[src/rtl/fetch_queue.sv]
// rtl/fetch_queue.sv - instruction/PC+1 prefetch queue between fetch and decode
// Circular buffer with flush-on-redirect and a NOP bubble when empty.
module fetch_queue #(
  parameter int PC_W    = 32,
  parameter int INSTR_W = 32,
  parameter int DEPTH   = 4,
  parameter logic [INSTR_W-1:0] NOP = 'h00000013
) (
  input  logic                     clk,
  input  logic                     reset,
  input  logic [INSTR_W-1:0]       instr_i,
  input  logic [PC_W-1:0]          pc_plus1_i,
  input  logic                     valid_i,
  output logic                     ready_o,
  output logic [INSTR_W-1:0]       instr_o,
  output logic [PC_W-1:0]          pc_plus1_o,
  output logic                     valid_o,
  input  logic                     ready_i,
  input  logic                     flush_i,
  output logic [$clog2(DEPTH):0]   count_o
);

  localparam int PTR_W = $clog2(DEPTH);
  localparam int CNT_W = PTR_W + 1;

  logic [INSTR_W-1:0] instr_mem [DEPTH];
  logic [PC_W-1:0]    pc_mem    [DEPTH];

  logic [PTR_W-1:0] wptr;
  logic [PTR_W-1:0] rptr;
  logic [CNT_W-1:0] count;

  logic push;
  logic pop;
  logic clear;

  // Status depends only on registered occupancy, so a full queue refuses a
  // push even in a cycle where decode pops.
  assign ready_o = (count != CNT_W'(DEPTH));
  assign valid_o = (count != '0);
  assign count_o = count;

  assign push  = valid_i & ready_o;
  assign pop   = valid_o & ready_i;
  assign clear = reset | flush_i;

  assign instr_o    = valid_o ? instr_mem[rptr] : NOP;
  assign pc_plus1_o = valid_o ? pc_mem[rptr]    : '0;

  always_ff @(posedge clk) begin
    if (clear) begin
      wptr  <= '0;
      rptr  <= '0;
      count <= '0;
    end else begin
      if (push) begin
        wptr <= wptr + PTR_W'(1);
      end
      if (pop) begin
        rptr <= rptr + PTR_W'(1);
      end
      case ({push, pop})
        2'b10:   count <= count + CNT_W'(1);
        2'b01:   count <= count - CNT_W'(1);
        default: count <= count;
      endcase
    end
  end

  // Entry storage is never reset; only the pointers define what is valid.
  always_ff @(posedge clk) begin
    if (push && !clear) begin
      instr_mem[wptr] <= instr_i;
      pc_mem[wptr]    <= pc_plus1_i;
    end
  end

endmodule
[config.mk]
export PLATFORM = sky130hd
export DESIGN_NAME = fetch_queue
export DESIGN_NICKNAME = d
export VERILOG_FILES = /design/src/rtl/fetch_queue.sv
export SDC_FILE = /design/constraint.sdc
export NUM_CORES = 1
export LEC_CHECK = 0
export BUFFER_PORTS_ARGS = -buffer_cell sky130_fd_sc_hd__clkbuf_2
export CELL_PAD_IN_SITES_DETAIL_PLACEMENT = 0
export CELL_PAD_IN_SITES_GLOBAL_PLACEMENT = 1
export CORE_MARGIN = 8
export CORE_UTILIZATION = 53
export CTS_CLUSTER_SIZE = 25
export DETAILED_ROUTE_END_ITERATION = 10
export PLACE_DENSITY = 0.95
export SETUP_SLACK_MARGIN = 0.1
export SLEW_MARGIN = 20
export SYNTH_ARGS = -nofsm -noshare
export SYNTH_HDL_FRONTEND = slang
export SYNTH_SLANG_ARGS = --single-unit
[constraint.sdc]
create_clock -name clk -period 7.8 [get_ports clk]
set_input_delay 0.39 -clock clk [delete_from_list [all_inputs] [get_ports clk]]
set_output_delay 0.39 -clock clk [all_outputs]
set_load 0.05 [all_outputs]
==> impl_metrics.py, run 1 <==
metrics = {
    "status": {
        "status": "finished, final reports clean",
    },
    "clocking": {
        "worstSkewPairLatency_ns": 0.53,
        "clkSlewWorstSetupHoldPaths_ns": 0.06,
        "cts_tree": "done",
        "numCtsBuffers": 26,
        "cts_buffer_depth": 3,
        "holdBufCountCts": 0,
        "root_buffer": "clkbuf_16",
        "ctsResizeCount": 0,
        "clock_sinks": 265,
        "postCtsSetupBuffers": 0,
        "htreeDepth": 1,
    },
    "drt": {
        "num_vias": 4796,
        "drc": 0,
        "wire_per_inst_um": 21.94,
        "first_iter_violations": 336,
        "routed_wl_um": 18830,
        "first_pass_iters": 4,
        "ant_nets": 0,
        "drt-vias-per-instance": 5.590,
    },
    "critical_path": {
        "cp_cell_sequence": "buf_4, mux4_2, and2_1, clkbuf_2",
        "worstRegToRegCells": 9,
        "critPathMaxFanout": 35,
        "cp.required_ns": 7.41,
        "worstPathArrival_ns": 2.98,
        "max_stage_delay_ns": 0.72,
        "worst_setup_path_end_kind": "output pin",
        "path_class": "reg2out",
        "start_kind": "flip-flop",
        "crit_path_top_delay_cell": "dfxtp_4",
    },
    "power_and_ir_drop": {
        "irDropWorstVdd_uv": 207.0,
        "powerDensity_nw_per_um2": 255.1,
        "leakagePower_uw": 0.004056,
    },
    "cells_and_area": {
        "diodes": 0,
        "final_nets": 679,
        "post-route-util_pct": 63.55,
        "layout-drive-gt1-share_pct": 40.87,
        "synthToLayoutAreaGrowth_pct": 17.31,
    },
    "synth": {
        "synth_edf_count": 256,
        "netlist.area_leader.share_pct": 75.61,
        "async_reset_ff_share_pct": 0,
        "synth.avg_cell_area_sq_um": 22.15,
        "syn_nets": 534,
        "synth_cell_types": 28,
        "yosysSeqAreaShare_pct": 77.38,
        "ys.flop_type": "edfxtp_1",
        "ys.warnings.count": 0,
        "netlist_instances": 459,
        "ys_seq_elements": 265,
        "synthesis.area_sq_um": 10170,
        "synthTopCellsByArea": "edfxtp_1, mux4_2, and2_1",
        "synth.largest_area_cell": "edfxtp_1",
    },
    "floorplanning": {
        "initial_core_util_pct": 54.17,
        "rows": 50,
        "dieArea_sq_um": 23870,
        "die_y_um": 154.5,
        "fp.dieW_um": 154.5,
        "pin_count": 138,
        "core_area_sq_um": 18770,
    },
    "sta": {
        "worst_slack_ns": 4.432,
        "final.setup.tns_ns": 0,
        "rsz0062_at_grt": "no",
        "fmax_ghz": 0.2969,
        "finalClockSkew_ns": 0.01905,
        "whs_ns": 0.07179,
        "worst_pin_slew_ns": 1.006,
        "fin_crit_sh_pct": 43.18,
        "finalHoldViolations": 0,
        "maxSlewViolCount": 0,
        "slew_headroom_pct": 32.90,
        "layout_min_cycle_time_ns": 3.368,
        "setup_violations": 0,
    },
    "placement": {
        "portBuffers": 137,
        "dp_hpwl_um": 11110,
        "gp_congestion": 0.7264,
        "dp_slack_ns": 4.734,
    },
    "grt": {
        "track_usage_pct": 15.84,
        "grt_overflow_total": 0,
        "grt_pass1_vias": 5226,
        "grt_max_degree": 65,
        "grt_pass1_wl_um": 29240,
        "antenna_found_initial": 1,
    },
    "flow_run": {
        "cap_violations": 0,
    },
    "worst_hold_path": {
        "hold_class": "in2reg",
        "hold_depth": 1,
    },
}
[cells in the mapped netlist (2+ instances only)]
library cell and instances:
buf_6 8, inv_1 6, dfxtp_1 9, mux4_2 64, edfxtp_1 256, or2_1 4, o21ai_0 4, clkbuf_1 6
and3_1 4, and2_1 62, xor2_1 2, nand2_1 4, buf_2 6, nor2_1 4, ha_1 5, a21oi_1 3
[critical path, delay by kind of cell, from the launching register on]
kind                   cells  cell delay (ns)
multiplexers               1             0.59
flip-flops                 1             0.72
buffers and inverters      2             0.93
AND/OR/NAND/NOR            1             0.18
[power by group]
group | leakage (uW) | internal (uW) | switching, uW
sequential | 0.00239 | 1580 | 6.99
combinational | 0.00123 | 56.5 | 140
clock | 0.000440 | 754 | 510
[layout by cell type, fill, tap and decap left out]
master       n
dfxtp_1      7
dfxtp_4      2
mux4_2      64
clkbuf_2   137
clkbuf_1     4
clkbuf_16   26
inv_1        6
or3_1        1
o31ai_2      1
or3_2        1
or3b_4       1
clkinv_2     6
and2_1      62
buf_4        1
clkinv_1     3
nand4_1      1
and3_4       4
bufinv_16    4
inv_2        1
ha_1         5
and2_4       1
clkinv_4     3
edfxtp_1   256
inv_8        1
clkinv_16    1
or2_1        4
o21ai_0      4
a21oi_1      3
nor2_1       4
nand4b_1     1
xor2_1       2
nand2_1      4
nor3_2       1
mux2i_1      1
fa_1         1
[registers in the layout (all words and copies together), names as in the netlist, named ones only]
register,cells
wptr,2
count_o,3
pc_mem,128
instr_mem,128
rptr,2
[worst paths after layout]
check	slack (ns)	end	startpoint
setup / recovery	4.43	pc_plus1_o[29]	flip-flop
hold / removal	0.07	pc_mem[0][23]	pc_plus1_i[23]
setup reg to reg	4.81	count_o[2]	count_o[0]
hold reg to reg	0.50	flip-flop	rptr[1]
[cells by family (layout without fill, tap and decap cells)]
kind of cell	count (synthesis)	count (layout)	synth area share (%)
fa+ha+maj	6	6	0.8122
compound gates	8	8	0.4676
simple gates	85	85	5.181
buf+inv	28	193	1.710
mux	65	65	14.28
flops	265	265	77.38
xor+xnor	2	2	0.1723
[layer usage]
metal  vias up  routed length (um)  GRT usage, %
met5         -                  16             0
met4         2                 270         3.546
met3        23                1386         3.734
met2       177                9344         26.81
met1      2436                7808         20.59
li1       2158                   -             -
[through the flow]
stage | total power (uW) | std cells | cell area, sq um
finish | 3043 | 858 | 11930
global route | 3135 | 858 | 11930
CTS | 3070 | 858 | 11930
detailed placement | 1812 | 810 | 11030
global placement | 1805 | 810 | 11030
floorplan | 1745 | 459 | 10170
[layout make-up]
cell class	count	area (sq um)
clock buffers	30	665.6
clock inverters	18	229.0
fillers	1273	6840
inverters	7	26.28
multi-input cells	166	2146
flip-flops and latches	265	7875
well taps	234	292.8
repair buffers	138	693.2
No activity file was read; power rests on OpenSTA's default activity.
==> run 2, diff against run 1 <==
Settings changed: CORE_UTILIZATION 53 to 50, PLACE_DENSITY 0.95 to 0.92.
Clock period 7.8 ns to 3.4 ns, I/O delays scaled along.
==> run 2 against run 1 <==
Effect of this change: sequential power up 130%; via count up 6.4%; wire length up 3.3%; combinational power rose to 2.6 times the previous value; clock power up 130%; global-route usage down 0.16 points; setup slack worse by 3.8 ns; first-iteration DRC count down 15%; design area up 5.8%; final cell count up 12%; sequential share of layout area down 3.6 points.
==> impl_metrics.py, run 2 (synthesis results as in run 1) <==
metrics = {
    "critical_path": {
        "start_kind": "flip-flop",
        "path_class": "reg2out",
        "r2r-end": "count_o[2]",
        "crit_path_top_delay_cell": "dfxtp_4",
        "cp.required_ns": 3.23,
        "worst_setup_path_end_kind": "output pin",
        "critPathMaxFanout": 25,
        "r2r-start": "count_o[2]",
        "max_stage_delay_ns": 0.68,
        "cp_num_cells": 4,
        "cp-endpoint": "instr_o[22]",
        "r2r_setup_slack_ns": 0.88,
        "worstPathArrival_ns": 2.56,
        "worstPathBufferInverterCount": 2,
        "cp_cell_sequence": "buf_4, mux4_2, and2_1, clkbuf_2",
        "crit_family": "flip-flops",
        "worstRegToRegCells": 9,
    },
    "sta": {
        "setup_violations": 0,
        "maxSlewViolCount": 0,
        "finalClockSkew_ns": 0.01155,
        "final.setup.tns_ns": 0,
        "rsz0062_at_grt": "no",
        "layout_min_cycle_time_ns": 2.733,
        "slew_headroom_pct": 32.45,
        "finalHoldViolations": 0,
        "fin_crit_sh_pct": 80.39,
        "fmax_ghz": 0.3659,
        "worst_pin_slew_ns": 1.013,
        "whs_ns": 0.07990,
    },
    "clocking": {
        "htreeDepth": 1,
        "clock_sinks": 265,
        "postCtsSetupBuffers": 0,
        "numCtsBuffers": 26,
        "worstSkewPairLatency_ns": 0.52,
        "holdBufCountCts": 66,
        "ctsResizeCount": 0,
        "cts_buffer_depth": 3,
        "clkSlewWorstSetupHoldPaths_ns": 0.06,
        "cts_tree": "done",
        "root_buffer": "clkbuf_16",
    },
    "placement": {
        "dp_hpwl_um": 11030,
        "gp_congestion": 0.7187,
        "portBuffers": 137,
        "place_inst": 848,
    },
    "power_and_ir_drop": {
        "irDropWorstVdd_uv": 485.1,
        "p_int_uw": 5532,
        "leakagePower_uw": 0.004327,
        "swShare_pct": 21.06,
        "powerDensity_nw_per_um2": 555.3,
        "p_sw_uw": 1476,
        "p_clk_share_pct": 40.9,
        "power_frac_comb_pct": 7.3,
        "seqPwrFrac_pct": 51.8,
    },
    "drt": {
        "wire_per_inst_um": 20.28,
        "first_iter_violations": 286,
        "drt-vias-per-instance": 5.322,
        "ant_nets": 0,
        "routed_wl_um": 19450,
        "drc": 0,
        "num_vias": 5104,
        "first_pass_iters": 5,
    },
    "floorplanning": {
        "die_y_um": 158.6,
        "fp.dieW_um": 158.6,
        "rows": 52,
        "pin_count": 138,
        "initial_core_util_pct": 50.57,
        "core_area_sq_um": 20100,
        "dieArea_sq_um": 25150,
    },
    "cells_and_area": {
        "final_nets": 747,
        "instances_no_fill": 959,
        "diodes": 0,
        "final_common_cell": "edfxtp_1",
        "final_cell_mix": "edfxtp_1, clkbuf_2, dlygate4sd3_1",
        "fill_cells": 1384,
        "layout-drive-gt1-share_pct": 36.57,
        "synthToLayoutAreaGrowth_pct": 24.13,
    },
    "grt": {
        "grt_pass1_wl_um": 30460,
        "grt_max_degree": 65,
        "antenna_found_initial": 0,
        "grt_overflow_total": 0,
        "track_usage_pct": 15.68,
        "grt_pass1_vias": 5626,
    },
    "flow_run": {
        "cap_violations": 0,
    },
    "status": {
        "status": "finished, final reports clean",
    },
    "worst_hold_path": {
        "hold_depth": 4,
        "hold_class": "in2reg",
    },
}
[run 2: changes by cell type in the layout (fill, tap and decap cells not counted), sizes merged]
cell	previous run	this run
dlygate4sd3	0	66
clkinv	13	11
inv	8	7
buf	1	3
[run 2: worst min path at each step]
stage	from	to	slack, ns
6_report	flush_i	wptr[0]	0.08
4_1_cts	flush_i	wptr[0]	0.05
3_5_place_dp	instr_i[14]	instr_mem[3][14]	0.39
3_3_place_gp	instr_i[19]	instr_mem[2][19]	0.38
2_1_floorplan	instr_i[0]	instr_mem[0][0]	0.27
5_1_grt	reset	wptr[0]	0.11
[run 2: power groups by stage]
stage,Clock (uW),Combinational (uW),Sequential [uW]
after floorplan,0,303,3700
after global placement,0,444,3700
after detailed placement,0,458,3700
after CTS,2910,521,3630
after global routing,3040,549,3630
final,2860,515,3630
[run 2: metal layers]
metal / wire length, um / share of wire, % / track usage, %
met3: 1112 / 5.7 / 3.312
met5: 0 / 0 / 0
met1: 7786 / 40 / 18.98
met4: 302 / 1.6 / 3.592
met2: 10250 / 53 / 28.25
[run 2: cell type report]
cell class,count,area [sq um],share of cell area (%)
inverter,7,26.28,0.2082
multi-input combinational,166,2146,17.00
sequential,265,7875,62.40
clock inverter,15,167.7,1.328
clock buffer,30,686.9,5.443
timing repair buffer,206,1381,10.94
tap,270,337.8,2.677
[run 2: per-stage QoR]
stage	setup slack (ns)	cell area, sq um	power [uW]	utilization [%]
6_report	0.6666	12620	7008	62.78
3_3_place_gp	1.042	11110	4140	55.24
5_1_grt	0.4727	12620	7218	62.78
4_1_cts	0.5632	12620	7066	62.78
2_1_floorplan	0.1015	10170	4003	-
3_5_place_dp	0.8886	11110	4158	55.24
[run 2: worst register-to-register path, cell delays in order (launching register included)]
cell	delay, ns
dfxtp_1	0.40
or3b_4	0.42
and2_4	0.20
inv_1	0.06
ha_1	0.18
inv_1	0.06
fa_1	0.38
xor2_1	0.17
or3_2	0.42
a21oi_1	0.16
==> run 3, diff against run 2 <==
Clock period 3.4 ns to 2.6 ns, I/O delays scaled along.
==> run 3 against run 2 <==
Effect of this change: non-clock buffer count grew 12; final cell count increased by 1.4%; sequential share of layout area fell by 0.25 points; global-route usage increased by 1.3 points; design area is 0.52% higher; utilization increased by 0.32 points; register-to-register slack got worse by 0.50 ns; largest power group unchanged; via count is 3.7% higher; hold slack lost 0.049 ns.
==> impl_metrics.py, run 3 (synthesis results as in run 1) <==
metrics = {
    "drt": {
        "wire_per_inst_um": 21.34,
        "drc": 0,
        "num_vias": 5293,
        "first_iter_violations": 293,
        "first_pass_iters": 4,
        "drt-vias-per-instance": 5.445,
        "ant_nets": 0,
        "routed_wl_um": 20740,
    },
    "critical_path": {
        "cp.required_ns": 2.47,
        "worst_setup_path_end_kind": "output pin",
        "r2r-start": "count_o[0]",
        "path_common_cell": "buf_4",
        "startpoint": "count_o[1]",
        "r2r-end": "count_o[2]",
        "max_stage_delay_ns": 0.50,
        "cp_cell_sequence": "nor3_2, buf_4, inv_2, buf_4, and2_1, clkbuf_2",
        "worstRegToRegCells": 9,
        "critPathMaxFanout": 63,
        "r2r_setup_slack_ns": 0.38,
        "worstPathArrival_ns": 2.23,
        "crit_path_top_delay_cell": "buf_4",
        "path_class": "reg2out",
        "start_kind": "flip-flop",
    },
    "sta": {
        "fmax_ghz": 0.4233,
        "finalClockSkew_ns": 0.02272,
        "maxSlewViolCount": 0,
        "final.setup.tns_ns": 0,
        "layout_min_cycle_time_ns": 2.362,
        "setup_violations": 0,
        "finalHoldViolations": 0,
        "worst_slack_ns": 0.2378,
        "worst_pin_slew_ns": 0.6264,
        "slew_headroom_pct": 58.24,
        "fin_crit_sh_pct": 90.85,
        "rsz0062_at_grt": "no",
        "whs_ns": 0.03046,
    },
    "flow_run": {
        "cap_violations": 0,
    },
    "clocking": {
        "clock_sinks": 265,
        "cts_buffer_depth": 3,
        "cts_tree": "done",
        "numCtsBuffers": 25,
        "ctsResizeCount": 0,
        "clkSlewWorstSetupHoldPaths_ns": 0.06,
        "root_buffer": "clkbuf_16",
        "htreeDepth": 1,
        "worstSkewPairLatency_ns": 0.52,
    },
    "cells_and_area": {
        "final_nets": 758,
        "synthToLayoutAreaGrowth_pct": 24.77,
        "design_area_sq_um": 12690,
        "layout-drive-gt1-share_pct": 37.89,
        "diodes": 0,
        "final_common_cell": "edfxtp_1",
        "fill_cells": 1400,
        "final_cell_mix": "edfxtp_1, clkbuf_2, dlygate4sd3_1",
    },
    "floorplanning": {
        "dieArea_sq_um": 25150,
        "fp.dieW_um": 158.6,
        "core_area_sq_um": 20100,
        "initial_core_util_pct": 50.57,
        "die_y_um": 158.6,
        "pin_count": 138,
        "rows": 52,
    },
    "placement": {
        "dp_hpwl_um": 12320,
        "portBuffers": 137,
        "gp_congestion": 0.7456,
        "dp_slack_ns": 0.3779,
        "post_dp_cell_area_sq_um": 11290,
    },
    "worst_hold_path": {
        "hold_class": "in2reg",
        "hold_start": "reset",
        "hold_end": "count_o[2]",
        "hold_depth": 3,
    },
    "status": {
        "status": "finished, final reports clean",
    },
    "grt": {
        "grt_max_degree": 65,
        "grt_pass1_vias": 5815,
        "antenna_found_initial": 0,
        "track_usage_pct": 16.98,
        "use_met3_pct": 3.474,
        "grt_overflow_total": 0,
        "grt_busiest_layer": "met2",
        "met1_usage_pct": 20.19,
        "grt_pass1_wl_um": 32290,
        "grt_use_met2_pct": 31.14,
    },
    "power_and_ir_drop": {
        "p_clk_share_pct": 37.3,
        "leakagePower_uw": 0.004341,
        "power_uw": 8685,
        "swShare_pct": 21.70,
        "seqPwrFrac_pct": 54.6,
        "power_frac_comb_pct": 8.1,
        "powerDensity_nw_per_um2": 684.6,
        "p_int_uw": 6800,
        "p_sw_uw": 1885,
        "irDropWorstVdd_uv": 601.5,
    },
}
run 3: layer usage:
metal | wire [um] | vias to the layer above
met4 | 347 | 0
met3 | 1208 | 27
li1 | - | 2316
met1 | 7954 | 2778
met2 | 11230 | 172
met5 | 0 | -
run 3: layout make-up:
class / count / area (sq um) / area share (%)
clock inverter: 5 / 28.78 / 0.2268
inverter: 7 / 28.78 / 0.2268
sequential: 265 / 7884 / 62.15
clock buffer: 41 / 695.7 / 5.484
tap: 270 / 337.8 / 2.663
timing repair buffer: 218 / 1546 / 12.19
multi-input combinational: 166 / 2165 / 17.06
run 3: through the flow:
step,utilization (%),std cells
floorplan,-,459
global placement,56.17,859
detailed placement,56.17,859
CTS,63.10,972
global route,63.10,972
finish,63.10,972
run 3: worst max path at each step:
stage	endpoint	cells after the start
after floorplan	count_o[2]	10
after global placement	count_o[2]	9
after detailed placement	count_o[2]	9
after CTS	pc_plus1_o[31]	6
after global routing	pc_plus1_o[31]	6
final	pc_plus1_o[11]	6
run 3: power groups by stage:
stage	registers, uW	clock network [uW]	logic (uW)
final	4740	3240	702
after CTS	4740	3310	709
after global placement	4830	0	605
after floorplan	4840	0	401
after global routing	4740	3490	747
after detailed placement	4830	0	622
run 3: what timing repair did:
action	in CTS	in global routing
setup buffers	1	0
endpoints found under the setup margin	3	0
endpoints found under the hold margin	259	0
hold buffers	66	0
run 3: critical path, delay by kind of cell, from the launching register on:
| family | cells | cell delay [ns] |
|---|---|---|
| buffers and inverters | 4 | 1.00 |
| DFF | 1 | 0.37 |
| and+or+nand+nor | 2 | 0.32 |
